<file path="config.mk">
export PLATFORM = sky130hd
export DESIGN_NAME = pc_gen
export DESIGN_NICKNAME = d
export VERILOG_FILES = /design/src/rtl/pc_pkg.sv /design/src/rtl/pc_gen_br_cmp.sv /design/src/rtl/pc_gen.sv
export SDC_FILE = /design/constraint.sdc
export NUM_CORES = 1
export LEC_CHECK = 0
export ABC_AREA = 1
export CAP_MARGIN = 25
export CORE_ASPECT_RATIO = 0.9
export CORE_MARGIN = 5
export CORE_UTILIZATION = 40
export CTS_BUF_LIST = sky130_fd_sc_hd__clkbuf_4
export DETAILED_ROUTE_END_ITERATION = 8
export GPL_ROUTABILITY_DRIVEN = 0
export GPL_TIMING_DRIVEN = 0
export MAX_ROUTING_LAYER = met4
export PLACE_DENSITY = 0.67
export SETUP_SLACK_MARGIN = 0.15
export SLEW_MARGIN = 5
export SYNTH_ARGS = -nofsm -noshare
export SYNTH_HDL_FRONTEND = slang
export SYNTH_SLANG_ARGS = --single-unit
</file>
<file path="constraint.sdc">
create_clock -name clk -period 5.7 [get_ports clk]
set_input_delay 1.71 -clock clk [delete_from_list [all_inputs] [get_ports clk]]
set_output_delay 1.71 -clock clk [all_outputs]
set_load 0.01 [all_outputs]
</file>
<file path="src/rtl/pc_pkg.sv">
`default_nettype none
// ============================================================================
// Module      : pc_pkg
// Description : Shared encodings and defaults for the next-PC generator.
// Revision    : 1.0 - initial release
// ============================================================================
package pc_pkg;

    typedef enum logic [2:0] {
        BR_NONE = 3'd0,
        BR_EQ   = 3'd1,
        BR_NE   = 3'd2,
        BR_GEZ  = 3'd3,
        BR_GTZ  = 3'd4,
        BR_LEZ  = 3'd5,
        BR_LTZ  = 3'd6
    } br_type_t;

    typedef enum logic [0:0] {
        ST_RUN  = 1'b0,
        ST_WAIT = 1'b1
    } state_t;

    localparam logic [31:0] c_def_reset_pc = 32'h0000_3000;
    localparam logic [31:0] c_def_exc_vec  = 32'h0000_4180;

endpackage : pc_pkg
`default_nettype wire

</file>
<file path="src/rtl/pc_gen_br_cmp.sv">
`default_nettype none
// ============================================================================
// Module      : br_cmp
// Description : Signed branch-condition evaluation for the decode-stage branch.
// Revision    : 1.0 - initial release
// ============================================================================
module br_cmp
    import pc_pkg::*;
#(
    parameter int XLEN = 32
) (
    input  logic [2:0]      br_type,
    input  logic [XLEN-1:0] rs_val,
    input  logic [XLEN-1:0] rt_val,
    output logic            taken
);

    logic w_eq;
    logic w_neg;
    logic w_zero;

    assign w_eq   = (rs_val == rt_val);
    assign w_neg  = rs_val[XLEN-1];
    assign w_zero = ~|rs_val;

    always_comb begin
        taken = 1'b0;
        case (br_type_t'(br_type))
            BR_EQ:   taken = w_eq;
            BR_NE:   taken = ~w_eq;
            BR_GEZ:  taken = ~w_neg;
            BR_GTZ:  taken = ~w_neg & ~w_zero;
            BR_LEZ:  taken = w_neg | w_zero;
            BR_LTZ:  taken = w_neg;
            default: taken = 1'b0;
        endcase
    end

endmodule : br_cmp
`default_nettype wire

</file>
<file path="src/rtl/pc_gen.sv">
`default_nettype none
// ============================================================================
// Module      : pc_gen
// Description : Fetch/decode PC state with delay-slot redirects, fetch
//               back-pressure buffering, exception entry and eret.
// Revision    : 1.0 - initial release
// ============================================================================
module pc_gen
    import pc_pkg::*;
#(
    parameter int              XLEN     = 32,
    parameter logic [XLEN-1:0] RESET_PC = XLEN'(c_def_reset_pc),
    parameter logic [XLEN-1:0] EXC_VEC  = XLEN'(c_def_exc_vec)
) (
    input  logic            clk,
    input  logic            rst,
    input  logic            stall,
    input  logic            if_ready,
    input  logic            id_valid_i,
    input  logic [2:0]      br_type,
    input  logic            jump,
    input  logic            jal,
    input  logic            jalr,
    input  logic [25:0]     target,
    input  logic [15:0]     imm16,
    input  logic [XLEN-1:0] rs_val,
    input  logic [XLEN-1:0] rt_val,
    input  logic            exc_req,
    input  logic [XLEN-1:0] exc_pc,
    input  logic            eret,
    output logic [XLEN-1:0] pc_o,
    output logic [XLEN-1:0] id_pc_o,
    output logic [XLEN-1:0] link_o,
    output logic [XLEN-1:0] epc_o,
    output logic            flush_o,
    output logic            addr_err_o
);

    localparam logic [XLEN-1:0] c_four  = XLEN'(4);
    localparam logic [XLEN-1:0] c_eight = XLEN'(8);

    state_t          r_state;
    state_t          w_state_next;
    logic [XLEN-1:0] r_pc;
    logic [XLEN-1:0] r_id_pc;
    logic [XLEN-1:0] r_epc;
    logic [XLEN-1:0] r_pend_tgt;

    logic            w_taken;
    logic            w_misaligned;
    logic            w_redir;
    logic            w_advance;
    logic [XLEN-1:0] w_br_tgt;
    logic [XLEN-1:0] w_j_tgt;
    logic [XLEN-1:0] w_tgt;
    logic [XLEN-1:0] w_pc_next;
    logic            w_pc_en;
    logic            w_id_en;
    logic            w_pend_en;

    br_cmp #(
        .XLEN    (XLEN)
    ) u_br_cmp (
        .br_type (br_type),
        .rs_val  (rs_val),
        .rt_val  (rt_val),
        .taken   (w_taken)
    );

    // Branch offset is the word offset sign-extended to XLEN bits.
    assign w_br_tgt = r_id_pc + c_four + XLEN'($signed({imm16, 2'b00}));
    assign w_j_tgt  = XLEN'({r_id_pc[XLEN-1:XLEN-4], target, 2'b00});
    assign w_tgt    = jalr ? rs_val : ((jump | jal) ? w_j_tgt : w_br_tgt);

    // A misaligned jalr must not redirect; the exception path takes over.
    assign w_misaligned = id_valid_i & jalr & (|rs_val[1:0]);
    assign w_redir      = id_valid_i & (jump | jal | (jalr & ~w_misaligned) | w_taken);
    assign w_advance    = ~stall & if_ready;

    always_comb begin
        w_state_next = r_state;
        w_pc_next    = r_pc;
        w_pc_en      = 1'b0;
        w_id_en      = 1'b0;
        w_pend_en    = 1'b0;
        if (exc_req) begin
            w_pc_next    = EXC_VEC;
            w_pc_en      = 1'b1;
            w_state_next = ST_RUN;
        end else if (eret) begin
            w_pc_next    = r_epc;
            w_pc_en      = 1'b1;
            w_state_next = ST_RUN;
        end else begin
            case (r_state)
                ST_RUN: begin
                    if (w_advance) begin
                        w_pc_next = w_redir ? w_tgt : (r_pc + c_four);
                        w_pc_en   = 1'b1;
                        w_id_en   = 1'b1;
                    end else if (w_redir && !stall) begin
                        // Decode is moving on without a fetch; keep the target.
                        w_pend_en    = 1'b1;
                        w_state_next = ST_WAIT;
                    end
                end
                ST_WAIT: begin
                    if (w_advance) begin
                        w_pc_next    = r_pend_tgt;
                        w_pc_en      = 1'b1;
                        w_id_en      = 1'b1;
                        w_state_next = ST_RUN;
                    end
                end
                default: w_state_next = ST_RUN;
            endcase
        end
    end

    always_ff @(posedge clk or posedge rst) begin
        if (rst) begin
            r_state    <= ST_RUN;
            r_pc       <= RESET_PC;
            r_id_pc    <= RESET_PC;
            r_epc      <= '0;
            r_pend_tgt <= '0;
        end else begin
            r_state <= w_state_next;
            if (w_pc_en) begin
                r_pc <= w_pc_next;
            end
            if (w_id_en) begin
                r_id_pc <= r_pc;
            end
            if (exc_req) begin
                r_epc      <= exc_pc;
                r_pend_tgt <= '0;
            end else if (w_pend_en) begin
                r_pend_tgt <= w_tgt;
            end
        end
    end

    assign pc_o       = r_pc;
    assign id_pc_o    = r_id_pc;
    assign epc_o      = r_epc;
    assign link_o     = r_id_pc + c_eight;
    assign flush_o    = exc_req | eret;
    assign addr_err_o = w_misaligned & ~stall & (r_state == ST_RUN);

endmodule : pc_gen
`default_nettype wire
</file>
# After elaboration in Yosys (flattened, before gate mapping)
# Cells that the tools add are included.
[word_totals]
elab_cells = 68
regBits = 129
[op_classes]
n_reduce_logical = 7
bitwise = 18
n_eq_ne = 9
n_addsub = 4
mux = 25
[ops]
columns = ["op", "n"]
rows = [
  ["two-way mux 32 bit", 9],
  ["adder 32 x 3 -> 32 bit (second input constant)", 2],
  ["one-hot mux 32 bit (2 select lines)", 1],
  ["adder 32 bit", 1],
  ["adder 32 x 4 -> 32 bit (second input constant)", 1],
  ["equality test 32 bit", 1],
  ["OR reduction 32 bit", 1],
  ["two-way mux 1 bit", 13],
  ["equality test 3 bit (second input constant)", 3],
  ["bitwise AND 1 bit", 8],
  ["equality test 3 x 2 -> 1 bit (second input constant)", 2],
  ["one-hot mux 1 bit (6 select lines)", 1],
  ["NOT 1 bit", 5],
  ["OR 1 bit", 5],
  ["inequality test 4 x 3 -> 1 bit (second input constant)", 1],
  ["inequality test 4 bit (second input constant)", 1],
  ["equality test 3 x 1 -> 1 bit (second input constant)", 1],
  ["AND reduction 3 bit", 1],
  ["logical NOT 1 bit", 2],
  ["one-hot mux 1 bit (2 select lines)", 1],
  ["nonzero test 2 bit", 1],
  ["OR reduction 2 bit", 1],
  ["logical AND 1 bit", 1],
]

# Logic depth before layout (Yosys ltp)
[logic_depth]
word_depth = 15
ltp_mapped = 20

# Modules after synthesis
# Synthesis repeated with hierarchy kept, for this count alone.
[hier_totals]
hier_cells = 1561
hier_area_um2 = 10510.1
[by_module_without_submodules]
columns = ["module", "n_inst", "area_each_um2", "seq_area_each_um2", "cells_each"]
rows = [
  ["pc_gen", 1, 9853.2, 3233.1, 1433],
  ["br_cmp", 1, 656.9, 0.0, 128],
]

# Least setup slack after synthesis
# Ideal clock, no wire load.
[synth_path]
kind = "input-to-output"
start = "in jalr"
end = "out addr_err_o"
path_stages = 4
t_required_ns = 3.990
n_path_buf = 2
slack_ns = 1.241
t_arrival_ns = 2.749
cell_sequence = "clkbuf_1 -> clkinv_1 -> clkbuf_1 -> nor4_1"
[synth_via]
elab_chain_cells = 4
[synth_rtl]
columns = ["item", "line_no", "rtl"]
rows = [
  ["start, declared", "pc_gen.sv:23", "input logic jalr,"],
  ["bitwise AND 1 bit (2 in a row)", "pc_gen.sv:76", "assign w_misaligned = id_valid_i & jalr & (|rs_val[1:0]);"],
  ["bitwise AND 1 bit (2 in a row)", "pc_gen.sv:149", "assign addr_err_o = w_misaligned & ~stall & (r_state == ST_RUN);"],
  ["end, declared", "pc_gen.sv:36", "output logic addr_err_o"],
]
# No other way between the ends.

# Worst setup path after layout
# Same ends and word-level chain as after synthesis.

==> results.sh <==
export IMPL_post_cts_buffers=0
export IMPL_crit_arrival_ps=3680
export IMPL_first_iter_violations=1421
export IMPL_cts_sinks=129
export IMPL_rows=58
export IMPL_r2r_slack_ps=2420
export IMPL_grt_use_total=0.285
export IMPL_drt_total_wl_um=44900
export IMPL_placed_area_um2=14600
export IMPL_synth_enable_flop_cells=0
export IMPL_worst_slack_ps=313
export IMPL_hold_viol_final=0
export IMPL_crit_path_start="jalr"
export IMPL_coreArea_um2=27900
export IMPL_yosysWarnings=0
export IMPL_synthFlopType="dfrtp_1"
export IMPL_critical_path_max_fanout=10
export IMPL_worstPathRequired_ps=3990
export IMPL_numCtsBuffers=17
export IMPL_tightest_slew_ps=745
export IMPL_seq_area_frac_synth=0.286
export IMPL_grt_pass1_wl_um=69000
export IMPL_slew_viol_final=0
export IMPL_dpl_hpwl_um=37000
export IMPL_synth_cell_area_um2=11300
export IMPL_fp_dieArea_um2=31700
export IMPL_post_route_period_util=0.945
export IMPL_r2r_end="pc_o[19]"
export IMPL_grt_max_degree=74
export IMPL_wl_per_cell_um=18.5
export IMPL_dr_total_vias=12900
export IMPL_p_leak_nw=7.34
export IMPL_cts_buffer_depth=2
export IMPL_synth_cell_types=45
export IMPL_route_detailed_drc=0
export IMPL_initial_utilization=0.405
export IMPL_dieWidth_um=187
export IMPL_hold_class="reg2reg"
export IMPL_cts_max_level=4
export IMPL_cts_tree="built"
export IMPL_synth_cells=1747
export IMPL_reg2reg_from="id_pc_o[3]"
export IMPL_cp_end_kind="output port"
export IMPL_synth_most_common_cell="nand2_1"
export IMPL_dr_pass1_iters=8
export IMPL_viasPerCell=5.34
export IMPL_cts_hold_buf=0
export IMPL_post_place_ws_ps=341
export IMPL_ir_drop_mv=0.124
export IMPL_grt_pass1_vias=12200
export IMPL_drv_cap=0
export IMPL_synth_seq_cells=129
export IMPL_relSlewSlack=0.502
export IMPL_setup_viol=0
export IMPL_antenna_found_initial=1
export IMPL_nets=2257
export IMPL_clock_fmax_mhz=186
export IMPL_status="complete, no violations"
export IMPL_fp_dieH_um=169
export IMPL_clockRootBuffer="clkbuf_4"
export IMPL_gr_total_overflow=0
export IMPL_rsz0062_at_grt="no"
export IMPL_fin_area_um2=14800
export IMPL_ant_nets=0
export IMPL_crit_path_start_kind="input pin"
export IMPL_cts_resized=0
export IMPL_fin_skew_ps=26.2
export IMPL_synth_area_leader_cell="dfrtp_1"
export IMPL_syn_avg_cell_area_um2=6.47
export IMPL_clk_transition_reported_paths_ps=110
export IMPL_ys_async_sr_fraction=1.00
export IMPL_yosysTopAreaCellShare=0.277
export IMPL_ys_top_cells_by_count="nand2_1, inv_1, nand3_1"
export IMPL_clkLatencyLatePin_ps=580
export IMPL_reg2regPathDepth=17
export IMPL_io_buffers=279
export IMPL_ios=281
export IMPL_cp_endpoint="addr_err_o"
export IMPL_n_fill_cell=2801
export IMPL_synth_area_leaders="dfrtp_1, nand2_1, nand3_1, inv_1, ha_1"
export IMPL_worstSetupPathType="in2out"
export IMPL_syn_to_final_growth_pct=31.1
export IMPL_power_density_nw_per_um2=210
export IMPL_synth_nets=1958
export IMPL_period_minus_slack_ps=5390
export IMPL_drive_gt1_frac=0.0442
how the worst min path moves through the flow:
stage | cells past startpoint | slack [ps] | from | endpoint
floorplan | 2 | 470 | r_pend_tgt[10] | r_pend_tgt[10]
global placement | 2 | 480 | epc_o[27] | epc_o[27]
detailed placement | 2 | 490 | epc_o[27] | epc_o[27]
CTS | 2 | 510 | r_pend_tgt[10] | r_pend_tgt[10]
global route | 2 | 540 | epc_o[16] | epc_o[16]
finish | 2 | 510 | epc_o[12] | epc_o[12]
report_power, final:
group	leakage [nW]	internal [W]	switching [W]
Sequential	1.67	0.00100	0.000138
Combinational	5.53	0.000601	0.000802
Clock	0.133	0.000230	0.000343
per-layer routing:
metal  wire length [um]  share of wire  vias up  track usage
met5                  0              0        -            -
met1              20200           0.45     5968        0.397
met4               1660          0.037        0       0.0980
met2              19000           0.42      647        0.417
met3               3950          0.088      103       0.0543
li1                   -              -     6197            -
metrics by stage:
step,setup TNS (ps),utilization,hold WS [ps],cells,total power [W]
finish,0,0.531,510,2420,0.00311
global route,0,0.531,540,2420,0.00331
CTS,0,0.531,514,2419,0.00310
detailed placement,0,0.523,488,2387,0.00253
global placement,-177570,0.522,482,2386,0.00251
floorplan,0,-,469,1747,0.00187
registers in the layout, summed over array words and instances, names as in the netlist:
signal	count
r_pend_tgt	32
id_pc_o	32
r_state	1
pc_o	32
epc_o	32
cells by family (layout without fill, tap and decap cells):
group / Yosys count / count (layout) / synth area share
AND/OR/NAND/NOR: 1005 / 1005 / 0.392
XOR/XNOR: 84 / 84 / 0.0651
adder cells (fa/ha/maj): 60 / 60 / 0.0671
buffers and inverters: 284 / 596 / 0.0998
AO/OA/AOI/OAI: 185 / 185 / 0.0895
flip-flops: 129 / 129 / 0.286
other: 0 / 1 / 0
layout by cell type (no fill, tap or decap), types with 5 or more instances in the layout:
| master | netlist | routed |
|---|---|---|
| o21bai_1 | 5 | 5 |
| and2_0 | 7 | 7 |
| dfrtp_1 | 125 | 125 |
| buf_1 | 7 | 7 |
| nor2_1 | 131 | 131 |
| clkbuf_1 | 47 | 47 |
| nand2_1 | 596 | 596 |
| inv_2 | 9 | 9 |
| clkinv_1 | 2 | 8 |
| buf_4 | 8 | 8 |
| xnor2_1 | 31 | 31 |
| nor3_1 | 20 | 20 |
| clkdlybuf4s50_1 | 0 | 279 |
| nor2_2 | 5 | 5 |
| a21oi_1 | 86 | 86 |
| o21ai_0 | 63 | 63 |
| nand3_1 | 154 | 154 |
| a22oi_1 | 6 | 6 |
| nand3b_1 | 6 | 6 |
| buf_2 | 7 | 7 |
| nand3_2 | 5 | 5 |
| clkbuf_4 | 0 | 22 |
| nor4_1 | 6 | 6 |
| inv_1 | 201 | 200 |
| xor2_1 | 53 | 53 |
| o21a_1 | 18 | 18 |
| ha_1 | 59 | 59 |
| nand4_1 | 49 | 49 |
cell type report:
type / count / area, um^2 / area share
diodes: 1 / 2.50 / 0.000169
plain buffers: 72 / 332 / 0.0224
clock buffers: 22 / 165 / 0.0112
clock inverters: 10 / 70.1 / 0.00473
inverters: 212 / 801 / 0.0541
multi-input cells: 1334 / 6930 / 0.468
flip-flops and latches: 129 / 3230 / 0.218
well taps: 360 / 450 / 0.0304
repair buffers: 280 / 2820 / 0.190
critical path, stage by stage:
cell             delay [ps]
clkbuf_1                210
clkinv_1                270
clkbuf_1                390
nor4_1                  470
clkdlybuf4s50_1         630
Note: power is estimated with default switching activity, not from simulation.
